File: src/rtl/armleocpu_axi_read_arbiter_pkg.sv
// Shared AXI constants, FSM encoding and beat-check helper for the AXI read arbiter.
package armleocpu_axi_read_arbiter_pkg;

   localparam logic [1:0] AXI_RESP_OKAY   = 2'b00;
   localparam logic [1:0] AXI_RESP_SLVERR = 2'b10;
   localparam logic [2:0] AXI_SIZE_4B     = 3'b010;
   localparam logic [1:0] AXI_BURST_INCR  = 2'b01;

   typedef enum logic [1:0] {
      ST_IDLE = 2'd0,
      ST_ADDR = 2'd1,
      ST_DATA = 2'd2
   } state_t;

   // A beat is malformed when RLAST disagrees with whether it is the final beat of the burst.
   function automatic logic beat_error(input logic last, input logic [7:0] cnt, input logic [7:0] len);
      return last ? (cnt != len) : (cnt == len);
   endfunction

endpackage

File: src/rtl/armleocpu_arbiter2.sv
// Two-requester winner selection. ARMLEOCPU_AXI_READ_ARBITER_ROUND_ROBIN_EN selects round-robin;
// otherwise requester 1 has fixed priority.
module armleocpu_arbiter2 (
   input  logic [1:0] req,
`ifdef ARMLEOCPU_AXI_READ_ARBITER_ROUND_ROBIN_EN
   input  logic       last_grant,
`endif
   output logic       winner
);

`ifdef ARMLEOCPU_AXI_READ_ARBITER_ROUND_ROBIN_EN
   assign winner = (req == 2'b11) ? ~last_grant : req[1];
`else
   // Requester 0 wins only when it is asking alone; winner is don't-care with no request.
   assign winner = !(req[0] && !req[1]);
`endif

endmodule

File: src/rtl/armleocpu_axi_read_arbiter.sv
// Shares one AXI4 read port between fetch (port 0) and memory stage (port 1), one burst at a time.
// Optional macro ARMLEOCPU_AXI_READ_ARBITER_ROUND_ROBIN_EN enables round-robin arbitration.
module armleocpu_axi_read_arbiter
   import armleocpu_axi_read_arbiter_pkg::*;
#(
   parameter int ADDR_WIDTH = 32,
   parameter int DATA_WIDTH = 32
) (
   input  logic                  clk,
   input  logic                  rst_n,

   input  logic                  s0_arvalid,
   input  logic [ADDR_WIDTH-1:0] s0_araddr,
   input  logic [7:0]            s0_arlen,
   input  logic [2:0]            s0_arprot,
   output logic                  s0_arready,
   output logic                  s0_rvalid,
   output logic [DATA_WIDTH-1:0] s0_rdata,
   output logic [1:0]            s0_rresp,
   output logic                  s0_rlast,
   input  logic                  s0_rready,

   input  logic                  s1_arvalid,
   input  logic [ADDR_WIDTH-1:0] s1_araddr,
   input  logic [7:0]            s1_arlen,
   input  logic [2:0]            s1_arprot,
   output logic                  s1_arready,
   output logic                  s1_rvalid,
   output logic [DATA_WIDTH-1:0] s1_rdata,
   output logic [1:0]            s1_rresp,
   output logic                  s1_rlast,
   input  logic                  s1_rready,

   output logic                  M_AXI_ARVALID,
   output logic [ADDR_WIDTH-1:0] M_AXI_ARADDR,
   output logic [7:0]            M_AXI_ARLEN,
   output logic [2:0]            M_AXI_ARPROT,
   output logic [2:0]            M_AXI_ARSIZE,
   output logic [1:0]            M_AXI_ARBURST,
   input  logic                  M_AXI_ARREADY,
   input  logic                  M_AXI_RVALID,
   input  logic [DATA_WIDTH-1:0] M_AXI_RDATA,
   input  logic [1:0]            M_AXI_RRESP,
   input  logic                  M_AXI_RLAST,
   output logic                  M_AXI_RREADY,

   output logic                  grant_o,
   output logic                  busy_o,
   output logic                  protocol_err_o
);

   state_t     state_q, state_d;
   logic       grant_q;
   logic [7:0] len_q;
   logic [7:0] beat_cnt_q;
   logic       protocol_err_q;
   logic       winner;
   logic       ar_valid, ar_hs;
   logic       r_ready, r_hs;
   logic       beat_err;
   logic [1:0] fwd_resp;
`ifdef ARMLEOCPU_AXI_READ_ARBITER_ROUND_ROBIN_EN
   logic       last_grant_q;
`endif

   armleocpu_arbiter2 u_arbiter2 (
      .req        ({s1_arvalid, s0_arvalid}),
`ifdef ARMLEOCPU_AXI_READ_ARBITER_ROUND_ROBIN_EN
      .last_grant (last_grant_q),
`endif
      .winner     (winner)
   );

   assign M_AXI_ARSIZE   = AXI_SIZE_4B;
   assign M_AXI_ARBURST  = AXI_BURST_INCR;
   assign grant_o        = grant_q;
   assign busy_o         = (state_q != ST_IDLE);
   assign protocol_err_o = protocol_err_q;

   always_comb begin
      // NOTE: every signal written here gets a default first, so no path through the case infers a latch.
      state_d       = state_q;
      ar_valid      = 1'b0;
      ar_hs         = 1'b0;
      r_ready       = 1'b0;
      r_hs          = 1'b0;
      beat_err      = 1'b0;
      fwd_resp      = AXI_RESP_OKAY;
      s0_arready    = 1'b0;
      s1_arready    = 1'b0;
      M_AXI_ARVALID = 1'b0;
      M_AXI_ARADDR  = '0;
      M_AXI_ARLEN   = '0;
      M_AXI_ARPROT  = '0;
      M_AXI_RREADY  = 1'b0;
      s0_rvalid     = 1'b0;
      s0_rdata      = '0;
      s0_rresp      = AXI_RESP_OKAY;
      s0_rlast      = 1'b0;
      s1_rvalid     = 1'b0;
      s1_rdata      = '0;
      s1_rresp      = AXI_RESP_OKAY;
      s1_rlast      = 1'b0;

      unique case (state_q)
         ST_IDLE: begin
            if (s0_arvalid || s1_arvalid) state_d = ST_ADDR;
         end
         ST_ADDR: begin
            ar_valid      = grant_q ? s1_arvalid : s0_arvalid;
            ar_hs         = ar_valid && M_AXI_ARREADY;
            M_AXI_ARVALID = ar_valid;
            M_AXI_ARADDR  = grant_q ? s1_araddr : s0_araddr;
            M_AXI_ARLEN   = len_q;
            M_AXI_ARPROT  = grant_q ? s1_arprot : s0_arprot;
            s0_arready    = !grant_q && M_AXI_ARREADY;
            s1_arready    = grant_q && M_AXI_ARREADY;
            if (ar_hs) state_d = ST_DATA;
         end
         ST_DATA: begin
            r_ready      = grant_q ? s1_rready : s0_rready;
            r_hs         = M_AXI_RVALID && r_ready;
            beat_err     = beat_error(M_AXI_RLAST, beat_cnt_q, len_q);
            fwd_resp     = beat_err ? AXI_RESP_SLVERR : M_AXI_RRESP;
            M_AXI_RREADY = r_ready;
            if (grant_q) begin
               s1_rvalid = M_AXI_RVALID;
               s1_rdata  = M_AXI_RDATA;
               s1_rresp  = fwd_resp;
               s1_rlast  = M_AXI_RLAST;
            end else begin
               s0_rvalid = M_AXI_RVALID;
               s0_rdata  = M_AXI_RDATA;
               s0_rresp  = fwd_resp;
               s0_rlast  = M_AXI_RLAST;
            end
            if (r_hs && M_AXI_RLAST) state_d = ST_IDLE;
         end
         default: state_d = ST_IDLE;
      endcase
   end

   always_ff @(posedge clk or negedge rst_n) begin
      if (!rst_n) begin
         state_q        <= ST_IDLE;
         grant_q        <= 1'b0;
         len_q          <= '0;
         beat_cnt_q     <= '0;
         protocol_err_q <= 1'b0;
`ifdef ARMLEOCPU_AXI_READ_ARBITER_ROUND_ROBIN_EN
         last_grant_q   <= 1'b0;
`endif
      end else begin
         // NOTE: non-blocking assignments so every register here samples pre-edge values.
         state_q <= state_d;
         if (state_q == ST_IDLE && (s0_arvalid || s1_arvalid)) begin
            grant_q <= winner;
            len_q   <= winner ? s1_arlen : s0_arlen;
         end
         if (ar_hs)     beat_cnt_q <= '0;
         else if (r_hs) beat_cnt_q <= beat_cnt_q + 8'd1;
         if (r_hs && beat_err) protocol_err_q <= 1'b1;
`ifdef ARMLEOCPU_AXI_READ_ARBITER_ROUND_ROBIN_EN
         if (r_hs && M_AXI_RLAST) last_grant_q <= grant_q;
`endif
      end
   end

endmodule

File: config.mk
export PLATFORM = sky130hd
export DESIGN_NAME = armleocpu_axi_read_arbiter
export DESIGN_NICKNAME = d
export VERILOG_FILES = /design/src/rtl/armleocpu_axi_read_arbiter_pkg.sv /design/src/rtl/armleocpu_arbiter2.sv /design/src/rtl/armleocpu_axi_read_arbiter.sv
export SDC_FILE = /design/constraint.sdc
export NUM_CORES = 1
export LEC_CHECK = 0
export ABC_AREA = 1
export BUFFER_PORTS_ARGS = -buffer_cell sky130_fd_sc_hd__buf_4
export CAP_MARGIN = 40
export CELL_PAD_IN_SITES_DETAIL_PLACEMENT = 1
export CELL_PAD_IN_SITES_GLOBAL_PLACEMENT = 1
export CORE_MARGIN = 2
export CORE_UTILIZATION = 19
export DETAILED_ROUTE_END_ITERATION = 6
export PLACE_DENSITY_LB_ADDON = 0.25
export SETUP_SLACK_MARGIN = 0.4
export SYNTH_ARGS = -nofsm -noshare
export SYNTH_HDL_FRONTEND = slang
export SYNTH_SLANG_ARGS = --single-unit
File: constraint.sdc
create_clock -name clk -period 1.8 [get_ports clk]
set_clock_uncertainty 0.1 [all_clocks]
set_input_delay 0.36 -clock clk [delete_from_list [all_inputs] [get_ports clk]]
set_output_delay 0.36 -clock clk [all_outputs]
set_load 0.005 [all_outputs]
==> impl_metrics.toml <==
[finish]
layout_common_cells = "194 x buf_4, 96 x nand2_1, 94 x buf_6"
layout-drive-gt1-share_pct = 69.7
final_util_pct = 58.4
final_nets = 848
area_growth_pct = 199
diodes = 0
fillCellCount = 1332
layout_commonest_cell = "buf_4"

[outcome]
status = "finished with violations"
violations = "negative setup slack"

[sta]
slew_viol_final = 0
finalCriticalPeriod_ns = 2.11
hold_violations = 0
finalSetupTns_ns = -15.50
fmax_mhz = 474
rsz0062_at_grt = "yes"
fin_ws_ns = -0.309
period_share_pct = 117
hold_ws_ns = 0.262
setup_violations = 119

[placed_design]
gp_congestion = 0.827
dpl.hpwl_mm = 9.88
place_ws_ns = -0.0577
portBuffers = 250

[detailed_routing]
via_per_inst = 4.56
dr.pass1.iters = 4
drt_wl_total_mm = 15.3
ant_nets = 0
first_iter_violations = 80
num_vias = 3915
drc = 0
wl_per_cell_um = 17.8

[floorplanning]
core-area_mm2 = 0.0114
die_area_mm2 = 0.0126
start_util_pct = 19.5
dieHeight_um = 112
rows = 39
die_x_um = 112
io_pins = 256

[clock_network]
root_buffer = "clkbuf_16"
cts.sinks = 20
cts-buffers-inserted = 3
clkTransAtPathRegs_ns = 0.05
cts_tree = "built"
clk_latency_ns = 0.25
cts_buffer_depth = 2
cts_max_level = 1

[synth]
synth_seq_area_share_pct = 22.5
yosysUniqueCellTypes = 27
synthMuxAreaShare_pct = 0
synth_xor_area_share_pct = 1.97
synth_simple_gate_area_share_pct = 40.1
netlist_area_mm2 = 0.00223
synth-seq-cells = 20
synth_top_family_by_area = "simple AND/OR/NAND/NOR gates"
synth_cells = 411
synth-adder-area-share_pct = 0.562
synth_compound_area_share_pct = 17.8
avgSynthCellArea_um2 = 5.42
synth-warning-count = 0

[setup_path]
regToRegStartpoint = "state_q[1]"
worst-setup-path-type = "reg -> out"
endpoint_kind = "output port"
required_ns = 1.34
startpoint = "len_q[4]"
cp_max_fo = 4
crit_path_start_kind = "flop"
arrival_ns = 1.65

[global_routing]
grt_overflow = 0
grt_max_degree = 27
grt.total_usage_pct = 21.0
grt_pass1_vias = 4180
grt_pass1_wl_mm = 21.4
antenna_found_initial = 0

[power]
total_power_w = 0.00854
power.density_mw_per_mm2 = 1280
peakVddDrop_mv = 0.793
leakage_nw = 3.16

[min_path]
hp-start = "s0_arlen[0]"
hold_path_class = "in -> reg"

[flow_run]
drv_cap = 0
-- state kept, by name, summed over array words and instances (netlist names) --
signal and cells:
beat_cnt_q 8, len_q 8, state_q 2, grant_o 1, protocol_err_o 1
-- critical path, cell delays in order (launching register included) --
cell and delay [ns]:
dfrtp_1 0.39, inv_1 0.10, nand2_1 0.06, nand2_1 0.07, nand2_1 0.09, nor2_4 0.14
nand2_1 0.07, nand2_1 0.09, nand2_2 0.11, nand2_2 0.09, nor2_1 0.05, buf_4 0.13
-- metrics by stage --
stage | cells | instance area [µm²]
final | 859 | 6670
after global placement | 806 | 4760
after CTS | 847 | 5920
after detailed placement | 806 | 4760
after floorplan | 414 | 2700
after global routing | 859 | 6670
-- worst paths after layout --
path	end	slack, ns	cells past startpoint
min in group asynchronous	len_q[0]	0.42	2
worst max-delay path	s1_rresp[0]	-0.31	11
worst min-delay path	len_q[0]	0.26	3
worst max register to register	len_q[2]	0.06	10
worst min register to register	protocol_err_o	0.39	1
max in group asynchronous	beat_cnt_q[6]	0.95	2
-- report_power, final --
group	leakage, nW	internal, W	switching (W)
Sequential	0.253	0.000618	0.000154
Combinational	2.87	0.00391	0.00340
Clock	0.0370	0.000293	0.000165
-- cell type report --
class	count	area, µm²	share of cell area [%]
Tap cell	143	179	2.68
Inverter	60	245	3.68
Timing Repair Buffer	322	3240	48.6
Sequential cell	20	504	7.56
Multi-Input combinational cell	310	2420	36.3
Timing Repair inverter	1	7.51	0.113
Clock buffer	3	75.1	1.13
-- layer usage --
| metal | vias up | track usage (%) | part of all wire (%) |
|---|---|---|---|
| met3 | 30 | 4.43 | 7.0 |
| met2 | 190 | 42.4 | 57 |
| met5 | - | 0 | 0 |
| met4 | 0 | 5.61 | 3.0 |
| met1 | 1836 | 21.4 | 33 |
| li1 | 1859 | - | - |
-- cell families after synthesis --
family / count (synthesis)
buffers and inverters: 86
adders and majority gates: 1
other: 2
AOI/OAI and AO/OA: 76
and+or+nand+nor: 221
DFF: 20
xor gates and xnor gates: 5
-- Yosys cell counts --
| cell | count | area, µm² |
|---|---|---|
| o22ai_1 | 1 | 6.26 |
| nor3_1 | 5 | 25.0 |
| o21bai_1 | 1 | 7.51 |
| nor2_2 | 3 | 18.8 |
| clkbuf_1 | 1 | 3.75 |
| buf_6 | 1 | 11.3 |
| nor4_1 | 1 | 6.26 |
| buf_2 | 19 | 95.1 |
| dfrtp_1 | 20 | 500 |
| inv_1 | 54 | 203 |
| nor2_4 | 2 | 22.5 |
| nand3_1 | 4 | 20.0 |
| o21ai_1 | 1 | 5.00 |
| xnor2_1 | 4 | 35.0 |
| conb_1 | 2 | 7.51 |
| ha_1 | 1 | 12.5 |
| buf_4 | 5 | 37.5 |
| o21ai_4 | 1 | 16.3 |
| nand2_2 | 5 | 31.3 |
| nand3_4 | 1 | 17.5 |
| inv_2 | 5 | 18.8 |
| o21ai_0 | 22 | 110 |
| xor2_1 | 1 | 8.76 |
| nand2_1 | 103 | 387 |
| clkinv_2 | 1 | 5.00 |
| a21oi_1 | 50 | 250 |
| nor2_1 | 97 | 364 |
-- timing repair --
item	4_1_cts	5_1_grt
gates cloned	14	2
pin swaps	22	20
endpoints found under the setup margin	141	141
hold buffers	1	0
resized for setup	170	152
buffers inserted	23	10
hold endpoints to repair	20	0
No activity file was read; power rests on OpenSTA's default activity.
